**config.mk**
```make
export PLATFORM = sky130hd
export DESIGN_NAME = regfile_arbiter
export DESIGN_NICKNAME = d
export VERILOG_FILES = /design/src/rtl/regfile_pkg.sv /design/src/rtl/rr_arb2.sv /design/src/rtl/regfile_arbiter.sv
export SDC_FILE = /design/constraint.sdc
export NUM_CORES = 1
export LEC_CHECK = 0
export BUFFER_PORTS_ARGS = -buffer_cell sky130_fd_sc_hd__buf_2
export CAP_MARGIN = 30
export CORE_MARGIN = 10
export CORE_UTILIZATION = 55
export CTS_BUF_LIST = sky130_fd_sc_hd__clkbuf_8
export CTS_CLUSTER_DIAMETER = 60
export DETAILED_ROUTE_END_ITERATION = 8
export PLACE_DENSITY = 0.88
export SETUP_SLACK_MARGIN = 0.02
export SKIP_CTS_REPAIR_TIMING = 1
export SLEW_MARGIN = 20
export SYNTH_ARGS = -nofsm -noshare
export SYNTH_HDL_FRONTEND = slang
export SYNTH_SLANG_ARGS = --single-unit
```
**constraint.sdc**
```tcl
create_clock -name clk -period 7.9 [get_ports clk]
set_input_delay 1.58 -clock clk [delete_from_list [all_inputs] [get_ports clk]]
set_output_delay 1.58 -clock clk [all_outputs]
set_load 0.02 [all_outputs]
```
**src/rtl/regfile_pkg.sv**
```systemverilog
// Shared types and defaults for the arbitrated register file.
package regfile_pkg;

  localparam int unsigned DefaultN = 32;
  localparam int unsigned DefaultM = 2;

  typedef enum logic {
    CLEAR = 1'b0,
    RUN   = 1'b1
  } state_e;

endpackage

```
**src/rtl/rr_arb2.sv**
```systemverilog
// Two-requester round-robin grant: a lone requester wins, a tie goes to the pointer.
module rr_arb2 (
  input  logic [1:0] valid,
  input  logic       pointer,
  output logic [1:0] grant
);

  always_comb begin
    grant[0] = valid[0] & (~valid[1] | ~pointer);
    grant[1] = valid[1] & (~valid[0] | pointer);
  end

endmodule

```
**src/rtl/regfile_arbiter.sv**
```systemverilog
// Register file shared by two requesters, with a one-register-per-cycle clear sweep.
module regfile_arbiter
  import regfile_pkg::*;
#(
  parameter int unsigned N = DefaultN,
  parameter int unsigned M = DefaultM
) (
  input  logic                clk,
  input  logic                rst_n,
  input  logic                clear_req,
  input  logic [1:0]          req_valid,
  output logic [1:0]          req_ready,
  input  logic [1:0]          req_we,
  input  logic [1:0][M-1:0]   req_addr,
  input  logic [1:0][N-1:0]   req_mask,
  input  logic [1:0][N-1:0]   req_wdata,
  output logic [1:0]          resp_valid,
  output logic [N-1:0]        resp_data,
  output logic                busy
);

  localparam int unsigned Depth = 2 ** M;

  state_e         state_q, state_d;
  logic [M-1:0]   idx_q, idx_d;
  logic           ptr_q, ptr_d;
  logic [N-1:0]   regs_q [Depth];
  logic [1:0]     resp_valid_q;
  logic [N-1:0]   resp_data_q;

  logic [1:0]     grant;
  logic [1:0]     accept;
  logic           acc_any;
  logic           sel;
  logic [M-1:0]   addr;
  logic [N-1:0]   cur_val;
  logic [N-1:0]   new_val;

  rr_arb2 u_arb (
    .valid   (req_valid),
    .pointer (ptr_q),
    .grant   (grant)
  );

  always_comb begin
    req_ready = (state_q == RUN) ? grant : 2'b00;
    accept    = req_valid & req_ready;
    acc_any   = |accept;
    sel       = accept[1];
    addr      = req_addr[sel];
    cur_val   = regs_q[addr];
    // Response carries the post-operation value, so compute it once for both uses.
    new_val   = req_we[sel] ? ((cur_val & ~req_mask[sel]) | (req_wdata[sel] & req_mask[sel]))
                            : cur_val;
  end

  always_comb begin
    state_d = state_q;
    idx_d   = idx_q;
    ptr_d   = ptr_q;
    case (state_q)
      CLEAR: begin
        idx_d = idx_q + 1'b1;
        if (&idx_q) state_d = RUN;
      end
      RUN: begin
        if (acc_any) ptr_d = ~sel;
        if (clear_req) begin
          state_d = CLEAR;
          idx_d   = '0;
        end
      end
      default: state_d = CLEAR;
    endcase
  end

  always_ff @(posedge clk or negedge rst_n) begin
    if (!rst_n) begin
      state_q      <= CLEAR;
      idx_q        <= '0;
      ptr_q        <= 1'b0;
      resp_valid_q <= 2'b00;
      resp_data_q  <= '0;
    end else begin
      state_q      <= state_d;
      idx_q        <= idx_d;
      ptr_q        <= ptr_d;
      resp_valid_q <= accept;
      if (acc_any) resp_data_q <= new_val;
    end
  end

  // Contents are not reset; the sweep that follows reset zeroes them.
  always_ff @(posedge clk) begin
    if (state_q == CLEAR) begin
      regs_q[idx_q] <= '0;
    end else if (acc_any) begin
      regs_q[addr] <= new_val;
    end
  end

  assign resp_valid = resp_valid_q;
  assign resp_data  = resp_data_q;
  assign busy       = (state_q == CLEAR);

endmodule

```
== After elaboration in Yosys (flattened, before gate mapping) ==
Memory sizes are Yosys's and may differ from the RTL's.
Cells that the tools add are included.
Storage, ports and cells
  register bits: 38
  input port bits: 139
  memories kept: 1
  memory bits (writable): 128
  output and inout port bits: 37
Memories
  regs_q: words 4, width 32, rd ports 1, clocked after memory_dff 0, write ports 1, line regfile_arbiter.sv:27  | logic [N-1:0] regs_q [Depth];
Cells by class
  add/sub/neg operators: 1
  multiplexer cells: 22
  equality and inequality tests: 1
  reduce and logical (&&, ||, !) cells: 4
  bitwise gates (word level): 14
  $lt $le $gt $ge: 1
Operators by type and width (count)
  $mux W32: 6
  $and A32 B32 Y32: 2
  $not A32 Y32: 1
  $or A32 B32 Y32: 1
  $reduce_or A32 Y1: 1
  $mux W2: 5
  $mux W1: 9
  $not A1 Y1: 5
  $pmux W2 S2: 1
  $reduce_and A2 Y1: 2
  $add A2 B1 Y2 const B: 1
  $and A1 B1 Y1: 2
  $and A2 B2 Y2: 1
  $lt A1 B2 Y1 const B: 1
  $ne A2 B2 Y1 const B: 1
  $or A1 B1 Y1: 2
  $pmux W1 S2: 1
  $reduce_or A2 Y1: 1

== Longest topological paths before layout ==
Gate-level depths: netlist of the first run.
  depth after elaboration: 12
  depth in mapped cells: 8
  gate-level depth less buffers: 5

== Hierarchy ==
Synthesis of the first run repeated with hierarchy kept, for this count alone.
Second synthesis, totals
  cells, all modules: 800
  area, all modules: 8732.1 µm²
Modules (own cells, without submodules)
  regfile_arbiter: area an instance 8713.4 µm², instances 1, cells an instance 797
  rr_arb2: area an instance 18.8 µm², instances 1, cells an instance 3

== Least setup slack after synthesis of the first run ==
No wires, ideal clock.
  path type: input port to flip-flop
  start point: input req_addr[2] in the netlist's numbering
  end point: memory regs_q[1][0] in the netlist's numbering (enable)
  slack: 2.609 ns
  library setup time: 0.472 ns
  required time: 7.428 ns
  data arrival time: 4.819 ns
  stages on the path: 4
  cells stage by stage: clkbuf_1 > clkbuf_1 > a21boi_0 > o32ai_1
Between the ends
  longest elaborated chain between the ends: 3
Ends and longest elaborated chain
  start, declared: line regfile_arbiter.sv:14  | input logic [1:0][M-1:0] req_addr,
  $mux W2 (implied by the code) (2 in a row): line regfile_arbiter.sv:50  | addr = req_addr[sel];
  $mux W2 (no source line)
  end, declared: line regfile_arbiter.sv:27
No other way between the ends. The select of a mux whose other input is x is not followed.

== Worst setup path in the final report of the first run ==
  start point: input req_valid[0]
  end point: memory regs_q[1][7] in the netlist's numbering (enable)
Between the ends
  longest elaborated chain between the ends: 11
  elaborated cells on any way between the ends: 15
Ends and longest elaborated chain
  start, declared: line regfile_arbiter.sv:11  | input logic [1:0] req_valid,
  $not A1 Y1: line rr_arb2.sv:10  | grant[1] = valid[1] & (~valid[0] | pointer);
  $or A1 B1 Y1: line rr_arb2.sv:10
  $and A1 B1 Y1: line rr_arb2.sv:10
  $mux W2: line regfile_arbiter.sv:46  | req_ready = (state_q == RUN) ? grant : 2'b00;
  $and A2 B2 Y2 *: line regfile_arbiter.sv:47  | accept = req_valid & req_ready;
  $reduce_or A2 Y1: line regfile_arbiter.sv:48  | acc_any = |accept;
  $mux W1: line regfile_arbiter.sv:97  | end else if (acc_any) begin
  $mux W1: line regfile_arbiter.sv:95  | if (state_q == CLEAR) begin
  $mux W1 (implied by the code): line regfile_arbiter.sv:98  | regs_q[addr] <= new_val;
  $reduce_or A32 Y1 (no source line)
  $mux W2 (no source line) / $mux W1 (equally long branches)
Mark *: on every way between the ends. The rest lies on a longest branch, timed or not. The select of a mux whose other input is x is not followed.

==> results of run 1 <==
worst min-delay path by stage:
stage,from,endpoint
after floorplan,ptr_q,resp_valid[0]
after global placement,resp_data[27],resp_data[27]
after detailed placement,resp_data[20],resp_data[20]
after CTS,resp_data[20],resp_data[20]
after global routing,resp_data[23],resp_data[23]
final,resp_data[16],resp_data[16]
cells in the mapped netlist, types with 3 or more instances:
cell type,n
sky130_fd_sc_hd__edfxtp_1,128
sky130_fd_sc_hd__o21ai_0,5
sky130_fd_sc_hd__buf_4,14
sky130_fd_sc_hd__nor2b_1,32
sky130_fd_sc_hd__mux2i_1,96
sky130_fd_sc_hd__nand2_1,71
sky130_fd_sc_hd__a21oi_1,3
sky130_fd_sc_hd__and3b_1,31
sky130_fd_sc_hd__nand3b_1,33
sky130_fd_sc_hd__mux2_2,31
sky130_fd_sc_hd__a31oi_1,31
sky130_fd_sc_hd__buf_2,15
sky130_fd_sc_hd__a21o_1,32
sky130_fd_sc_hd__buf_12,3
sky130_fd_sc_hd__dfrtp_1,38
sky130_fd_sc_hd__a211oi_1,31
sky130_fd_sc_hd__clkbuf_1,24
sky130_fd_sc_hd__a221o_1,31
sky130_fd_sc_hd__nand3_1,3
sky130_fd_sc_hd__nor4_2,31
sky130_fd_sc_hd__o22ai_2,30
sky130_fd_sc_hd__nor2_1,6
cells by family after synthesis:
group                      count (synthesis)
and+or+nand+nor                          214
AOI/OAI and AO/OA                        176
DFF                                      166
muxes                                    127
buffers and inverters                     63
adders and majority gates                  1
report_power, final:
| part | leakage (nW) | switching (mW) | internal [mW] |
|---|---|---|---|
| Combinational | 2.63 | 0.752 | 0.518 |
| Sequential | 1.70 | 0.188 | 1.41 |
| Clock | 0.204 | 0.305 | 0.281 |
per-layer routing:
metal	part of all wire, %	vias up
met4	1.6	0
met3	7.7	36
li1	-	3243
met5	0	-
met2	49	331
met1	42	3462
worst max-delay path, cell delays in order:
cell                       delay, ns
sky130_fd_sc_hd__buf_2          0.13
sky130_fd_sc_hd__nor2b_1        0.24
sky130_fd_sc_hd__nor2_8         0.72
sky130_fd_sc_hd__a21boi_0       0.43
sky130_fd_sc_hd__o32ai_4        0.90
sky130_fd_sc_hd__buf_4          0.43
layout make-up:
type	count	area, sq um	area share (%)
Clock buffer	18	248	2.27
Sequential cell	166	4790	43.9
Inverter	1	3.75	0.0344
Clock inverter	14	123	1.12
Timing Repair Buffer	188	1110	10.2
Tap cell	220	275	2.52
Multi-Input combinational cell	518	4370	40.0
stage by stage:
step	hold slack [ns]	util [%]	power [mW]	setup slack [ns]	area, sq um
finish	0.477	65.2	3.45	3.59	10900
global route	0.500	65.2	3.62	3.47	10900
CTS	0.480	64.7	3.43	3.59	10800
detailed placement	0.460	62.5	2.86	3.09	10500
global placement	0.454	61.8	2.77	3.17	10400
floorplan	0.491	-	2.43	2.61	9480
state kept, by name, indices dropped and copies added (netlist names):
signal	cells
resp_valid	2
ptr_q	1
state_q	1
resp_data	32
idx_q	2
regs_q	128
==> PnR_summary.wiki, run 1 <==
{| class="wikitable"
! Metric !! Value
|-
| Post-synthesis mux area share || 13.8%
|-
| Initial core utilization || 56.5%
|-
| Max-slew violation count || 0
|-
| Count of port buffers added during placement || 175
|-
| IR drop worst, VDD || 158 uV
|-
| GP Congestion || 0.787
|-
| Met1 layer usage reported by global route || 27.3%
|-
| Sink count of the clock tree || 166
|-
| Largest net degree at the start of global routing || 96
|-
| Post-synth cell types || 45
|-
| GRT met3 Usage || 5.13%
|-
| CP Data Required Time || 8.05 ns
|-
| Cell count after synthesis || 747
|-
| Setup tns final || 0 ns
|-
| Crit end category || flip-flop
|-
| Die Outline Area || 0.0229 sq mm
|-
| Simple-gate share of the synthesized area || 15.6%
|-
| Min cycle time layout || 4.31 ns
|-
| Number of endpoints with negative hold slack in the final report || 0
|-
| Post-route non-filler standard cell count || 1,125
|-
| Boundary Pins || 176
|-
| Largest family of logic cells by synthesized area || compound AO/OA/AOI/OAI gates
|-
| Antenna violation net count after detailed routing || 0
|-
| Post-Syn Nets || 887
|-
| Overall die width || 151 microns
|-
| CP Class || input port to flip-flop
|-
| Drt pass-1 iters || 5
|-
| Actual transition at the worst max-transition pin || 0.916 ns
|-
| Ratio of cells with drive above 1 in the final layout || 35.2%
|-
| Final-stage net count || 1,032
|-
| Adder-cell area share of the yosys netlist || 0.132%
|-
| Reg-to-reg endpoint || regs_q[1][7]
|-
| Post-synth EDFFs || 128
|-
| Hold Path Depth || 1
|-
| CTS tree || built
|-
| Average cell area after synthesis || 12.7 sq um
|-
| Violation count after the first detailed-routing iteration || 553
|-
| Number of vias per cell || 6.29
|-
| Total power divided by cell area || 316 mW/mm^2
|-
| Number of levels in the clock H-tree || 4
|-
| Yosys top cell area share || 40.6%
|-
| Critical Path Start || req_valid[0]
|-
| Drt total wl || 25.3 mm
|-
| Final period utilization || 54.6%
|-
| Final number of setup-violating endpoints || 0
|-
| RSZ-0062 raised after global routing || false
|-
| Post-synthesis xor/xnor area fraction || 0%
|-
| Top cell type by total area after synthesis || sky130_fd_sc_hd__edfxtp_1
|-
| Yosys warns || 0
|-
| Core region area || 0.0168 sq mm
|-
| Commonest cells after routing, fill and taps aside || 172 x sky130_fd_sc_hd__buf_2, 128 x sky130_fd_sc_hd__edfxtp_1, 96 x sky130_fd_sc_hd__mux2i_1
|-
| Critical path fanouts, max || 36
|-
| Number of maximum-capacitance violations || 0
|-
| Max Buffers Root-to-Sink || 2
|-
| Critical Path Sink || regs_q[1][7]
|-
| Clock insertion delay at the later pin of the skew report || 0.48 ns
|-
| Most used routing layer || met2
|-
| Share of synthesized flip-flops with an asynchronous set or reset || 22.9%
|-
| Fraction of the mapped netlist area in compound gates || 15.9%
|-
| Post-CTS clock slew at the launch and capture registers of the worst setup and hold paths || 0.08 ns
|-
| Arr. time, crit path || 4.46 ns
|-
| Die Height || 151 microns
|-
| Most instantiated flip-flop cell in the synthesis netlist || sky130_fd_sc_hd__edfxtp_1
|-
| Row count || 47
|-
| Number of global-route vias before repair || 7,456
|-
| Share of the yosys chip area belonging to registers || 50.6%
|-
| HPWL after detailed placement || 16.7 mm
|-
| Global-route wire length before repair || 38.9 mm
|-
| Slew margin rel. || 38.9%
|-
| Total vias in the final route || 7,072
|-
| Outcome || complete, no violations
|-
| Wire length per cell after detailed routing || 22.5 microns
|-
| RR Startpoint || state_q
|-
| Leakage Power || 4.53 nW
|-
| Path category of the worst min-delay check || flip-flop to flip-flop
|-
| Area Overhead vs Synth || 15.3%
|-
| Number of filler instances in the final layout || 1,279
|-
| Setup crit start kind || input port
|-
| Overall Global Routing Usage || 21.8%
|-
| Length in cells of the worst reg-to-reg path || 5
|-
| Placed Instances || 1,090
|-
| Highest clock frequency the design can meet || 232 MHz
|-
| Initial antenna violation count || 0
|-
| Most frequent standard cell in the layout excluding fill and tap cells || sky130_fd_sc_hd__buf_2
|-
| Residual overflow from global routing || 0
|-
| Number of clock buffers inserted by TritonCTS || 17
|-
| Diodes inserted || 0
|-
| Final setup skew || 0.0183 ns
|-
| Worst reg2reg setup slack || 4.24 ns
|-
| M2 GR Usage || 36.3%
|-
| DRC violations left || 0
|-
| Cell Area, Synth || 0.00948 sq mm
|-
| Largest cells by area after synthesis || sky130_fd_sc_hd__edfxtp_1 41%, sky130_fd_sc_hd__mux2i_1 10%, sky130_fd_sc_hd__dfrtp_1 10%
|-
| Total of flip-flops plus latches after synthesis || 166
|-
| Clock Tree Root || sky130_fd_sc_hd__clkbuf_8
|}
Power figures use the tool's default switching activity.
==> run 2, diff against run 1 <==
--- a/config.mk
+++ b/config.mk
@@ -5,10 +5,11 @@
 export SDC_FILE = /design/constraint.sdc
 export NUM_CORES = 1
 export LEC_CHECK = 0
+export ABC_AREA = 1
 export BUFFER_PORTS_ARGS = -buffer_cell sky130_fd_sc_hd__buf_2
 export CAP_MARGIN = 30
 export CORE_MARGIN = 10
-export CORE_UTILIZATION = 55
+export CORE_UTILIZATION = 52
 export CTS_BUF_LIST = sky130_fd_sc_hd__clkbuf_8
 export CTS_CLUSTER_DIAMETER = 60
 export DETAILED_ROUTE_END_ITERATION = 8
==> constraint.sdc (replaced) <==
create_clock -name clk -period 3.47 [get_ports clk]
set_input_delay 0.694 -clock clk [delete_from_list [all_inputs] [get_ports clk]]
set_output_delay 0.694 -clock clk [all_outputs]
set_load 0.02 [all_outputs]
==> run 2 against run 1 <==
  * Total power increased by 140%
  * Combinational power increased to 2.6 times the previous value
  * Core utilization decreased by 3.3 points
  * Clock power increased to 2.6 times the previous value
  * Largest power group unchanged
  * Clock skew decreased by 0.0030 ns
  * Flip-flop and latch count unchanged
  * Wire length decreased by 8.8%
  * Highest routed layer unchanged
  * Count of clock-buffer cells in the layout decreased by 1
  * Largest cell class unchanged
  * Die area decreased by 3.2%
  * Critical path depth increased by 5
  * Final area decreased by 7.0%
==> PnR_summary.wiki, run 2 <==
{| class="wikitable"
! Metric !! Value
|-
| Outcome || complete, no violations (unchanged)
|-
| Setup tns final || 0 ns (unchanged)
|-
| Violation count after the first detailed-routing iteration || 617 (was 553)
|-
| Number of clock buffers inserted by TritonCTS || 17 (unchanged)
|-
| Max-slew violation count || 0 (unchanged)
|-
| Number of endpoints with negative hold slack in the final report || 0 (unchanged)
|-
| Number of filler instances in the final layout || 1,336 (was 1,279)
|-
| Post-CTS clock slew at the launch and capture registers of the worst setup and hold paths || 0.09 ns (was 0.08 ns)
|-
| Residual overflow from global routing || 0 (unchanged)
|-
| DRC violations left || 0 (unchanged)
|-
| Average cell area after synthesis || 8.55 sq um (was 12.7 sq um)
|-
| Cell family with most CP delay || simple AND/OR/NAND/NOR gates (was compound AO/OA/AOI/OAI gates)
|-
| Wire length per cell after detailed routing || 16.5 microns (was 22.5 microns)
|-
| Largest cells by area after synthesis || sky130_fd_sc_hd__edfxtp_1 45%, sky130_fd_sc_hd__nand2_1 15%, sky130_fd_sc_hd__dfrtp_1 11% (was sky130_fd_sc_hd__edfxtp_1 41%, sky130_fd_sc_hd__mux2i_1 10%, sky130_fd_sc_hd__dfrtp_1 10%)
|-
| Arr. time, crit path || 2.81 ns (was 4.46 ns)
|-
| Top cell type by total area after synthesis || sky130_fd_sc_hd__edfxtp_1 (unchanged)
|-
| Final number of setup-violating endpoints || 0 (unchanged)
|-
| Maximum single-stage delay on the critical path || 0.57 ns (was 0.90 ns)
|-
| Post-synth EDFFs || 128 (unchanged)
|-
| Drt total wl || 23.0 mm (was 25.3 mm)
|-
| Most frequent cell after synthesis || sky130_fd_sc_hd__nand2_1 (was sky130_fd_sc_hd__edfxtp_1)
|-
| Commonest cells after routing, fill and taps aside || 336 x sky130_fd_sc_hd__nand2_1, 175 x sky130_fd_sc_hd__buf_2, 166 x sky130_fd_sc_hd__inv_1 (was 172 x sky130_fd_sc_hd__buf_2, 128 x sky130_fd_sc_hd__edfxtp_1, 96 x sky130_fd_sc_hd__mux2i_1)
|-
| Actual transition at the worst max-transition pin || 0.767 ns (was 0.916 ns)
|-
| Max Buffers Root-to-Sink || 2 (unchanged)
|-
| Total power divided by cell area || 827 mW/mm^2 (was 316 mW/mm^2)
|-
| RSZ-0062 raised after global routing || false (unchanged)
|-
| Routed met2 length || 11.2 mm (was 12.3 mm)
|-
| Critical-path top delay cell || sky130_fd_sc_hd__nand2_4 (was sky130_fd_sc_hd__o32ai_4)
|-
| Post-synth top cells || 338 x sky130_fd_sc_hd__nand2_1, 164 x sky130_fd_sc_hd__inv_1, 162 x sky130_fd_sc_hd__nand3_1 (was 128 x sky130_fd_sc_hd__edfxtp_1, 96 x sky130_fd_sc_hd__mux2i_1, 71 x sky130_fd_sc_hd__nand2_1)
|-
| Placed cell areas || 0.00971 sq mm (was 0.0105 sq mm)
|-
| Chain of cells forming the critical path || nand2_1 -> inv_2 -> nand2_4 -> inv_2 -> nand2_1 -> nand2_4 -> nand3_1 -> nand2_1 -> inv_1 -> nand2_1 -> inv_1 (was buf_2 -> nor2b_1 -> nor2_8 -> a21boi_0 -> o32ai_4 -> buf_4)
|-
| Highest clock frequency the design can meet || 383 MHz
|-
| Antenna violation net count after detailed routing || 0 (unchanged)
|-
| Yosys top cell area share || 44.5% (was 40.6%)
|-
| Row count || 47 (unchanged)
|-
| CP Data Required Time || 3.67 ns (was 8.05 ns)
|-
| Cell count after synthesis || 1,009 (was 747)
|-
| Total area of multi-input combinational cells || 0.00291 sq mm (was 0.00437 sq mm)
|-
| Min cycle time layout || 2.61 ns
|-
| Overall Global Routing Usage || 20.4% (was 21.8%)
|-
| Drt pass-1 iters || 5 (unchanged)
|-
| Die Outline Area || 0.0222 sq mm (was 0.0229 sq mm)
|-
| Crit-path most repeated cell || sky130_fd_sc_hd__nand2_1
|-
| Path category of the worst min-delay check || input port to async pin (was flip-flop to flip-flop)
|-
| WL met1 || 9.19 mm (was 10.6 mm)
|-
| Final period utilization || 75.2%
|-
| GP Congestion || 0.822 (was 0.787)
|-
| Total of flip-flops plus latches after synthesis || 166 (unchanged)
|-
| CTS tree || built (unchanged)
|-
| Largest register FFs || 128 (unchanged)
|-
| Clock Tree Root || sky130_fd_sc_hd__clkbuf_8 (unchanged)
|-
| Initial core utilization || 52.6% (was 56.5%)
|-
| Post-synth cell types || 22 (was 45)
|-
| Share of the yosys chip area belonging to registers || 55.6% (was 50.6%)
|-
| Ratio of cells with drive above 1 in the final layout || 20.7% (was 35.2%)
|-
| Most instantiated flip-flop cell in the synthesis netlist || sky130_fd_sc_hd__edfxtp_1 (unchanged)
|-
| Boundary Pins || 176 (unchanged)
|-
| Sink count of the clock tree || 166 (unchanged)
|-
| Register with the highest flop count || regs_q (unchanged)
|-
| Number of vias per cell || 5.16 (was 6.29)
|-
| Number of levels in the clock H-tree || 4 (unchanged)
|-
| Yosys warns || 0 (unchanged)
|-
| Worst path bufs/invs || 4 (was 2)
|-
| Count of port buffers added during placement || 175 (unchanged)
|-
| Global-route wire length before repair || 35.8 mm (was 38.9 mm)
|-
| Wire length on met3 || 2.42 mm (was 1.95 mm)
|-
| Total vias in the final route || 7,220 (was 7,072)
|-
| Worst setup slack after layout || 0.860 ns (was 3.59 ns)
|-
| RR Startpoint || state_q (unchanged)
|-
| Core region area || 0.0164 sq mm (was 0.0168 sq mm)
|-
| Length in cells of the worst reg-to-reg path || 11 (was 5)
|-
| Largest net degree at the start of global routing || 65 (was 96)
|-
| Reg area || 0.00479 sq mm (unchanged)
|-
| Worst setup timing slack at the placement stage || 0.531 ns (was 3.09 ns)
|-
| Post-Syn Nets || 1,149 (was 887)
|-
| Utilization after layout || 61.9% (was 65.2%)
|-
| Share of synthesized flip-flops with an asynchronous set or reset || 22.9% (unchanged)
|-
| IR drop worst, VDD || 620 uV (was 158 uV)
|-
| Max layer used || met4 (unchanged)
|-
| Worst reg2reg setup slack || 0.86 ns (was 4.24 ns)
|-
| HPWL after detailed placement || 15.2 mm (was 16.7 mm)
|-
| Final-stage net count || 1,306 (was 1,032)
|-
| Critical path fanouts, max || 64 (was 36)
|-
| Setup crit start kind || flip-flop (was input port)
|-
| Clock insertion delay at the later pin of the skew report || 0.46 ns (was 0.48 ns)
|-
| Cell Area, Synth || 0.00863 sq mm (was 0.00948 sq mm)
|-
| Final setup skew || 0.0153 ns (was 0.0183 ns)
|-
| CP Class || flip-flop to flip-flop (was input port to flip-flop)
|-
| Number of global-route vias before repair || 7,143 (was 7,456)
|-
| Area Overhead vs Synth || 17.7% (was 15.3%)
|-
| Overall die width || 149 microns (was 151 microns)
|-
| Initial antenna violation count || 0 (unchanged)
|-
| Number of maximum-capacitance violations || 0 (unchanged)
|-
| Most frequent standard cell in the layout excluding fill and tap cells || sky130_fd_sc_hd__nand2_1 (was sky130_fd_sc_hd__buf_2)
|-
| Leakage Power || 5.31 nW (was 4.53 nW)
|-
| Slew margin rel. || 48.7% (was 38.9%)
|-
| Post-layout instance area || 0.0102 sq mm (was 0.0109 sq mm)
|-
| Reg-to-reg endpoint || regs_q[0][8] (was regs_q[1][7])
|-
| Crit end category || flip-flop (unchanged)
|-
| Die Height || 149 microns (was 151 microns)
|}
==> run 2: cell families (layout without fill, tap and decap cells) <==
group | count (synthesis) | count (layout) | share of synthesized area [%]
compound gates | 41 | 41 | 2.57
fa+ha+maj | 1 | 1 | 0.145
buf+inv | 226 | 396 | 11.2
flops | 166 | 166 | 55.6
other cells | 0 | 1 | 0
simple gates | 575 | 575 | 30.5
==> run 2: area by class of cell <==
class                           count  area share [%]
Tap cell                          220            2.71
Clock inverter                     15            2.09
Multi-Input combinational cell    617            28.7
Inverter                          171            6.32
Clock buffer                       17            2.30
Sequential cell                   166            47.2
Timing Repair Buffer              193            10.7
Antenna cell                        1          0.0246
==> run 2: worst max-delay path by stage <==
stage / start / endpoint / depth (start not counted)
after CTS: state_q / regs_q[0][19] / 11
final: state_q / regs_q[0][8] / 11
after detailed placement: req_valid[1] / regs_q[2][20] / 12
after global placement: req_valid[1] / regs_q[1][11] / 12
after floorplan: req_valid[1] / regs_q[0][0] / 10
after global routing: state_q / regs_q[2][8] / 11
==> run 2: through the flow <==
stage | std cells | power, mW | hold WS (ns)
final | 1400 | 8.40 | 0.216
after global routing | 1399 | 8.91 | 0.230
after CTS | 1399 | 8.43 | 0.209
after detailed placement | 1367 | 6.88 | 0.460
after global placement | 1366 | 6.72 | 0.457
after floorplan | 1009 | 5.73 | 0.398
==> run 2: layer usage <==
| metal | vias up | GRT usage (%) |
|---|---|---|
| met5 | - | 0 |
| met3 | 24 | 6.86 |
| met2 | 337 | 34.3 |
| met1 | 3312 | 24.4 |
| li1 | 3547 | - |
| met4 | 0 | 5.64 |
==> run 2: where the power goes <==
group,switching (mW),total (mW),internal [mW]
logic,2.22,3.27,1.05
registers,0.261,3.58,3.32
clock network,0.701,1.55,0.848
total,3.18,8.40,5.22
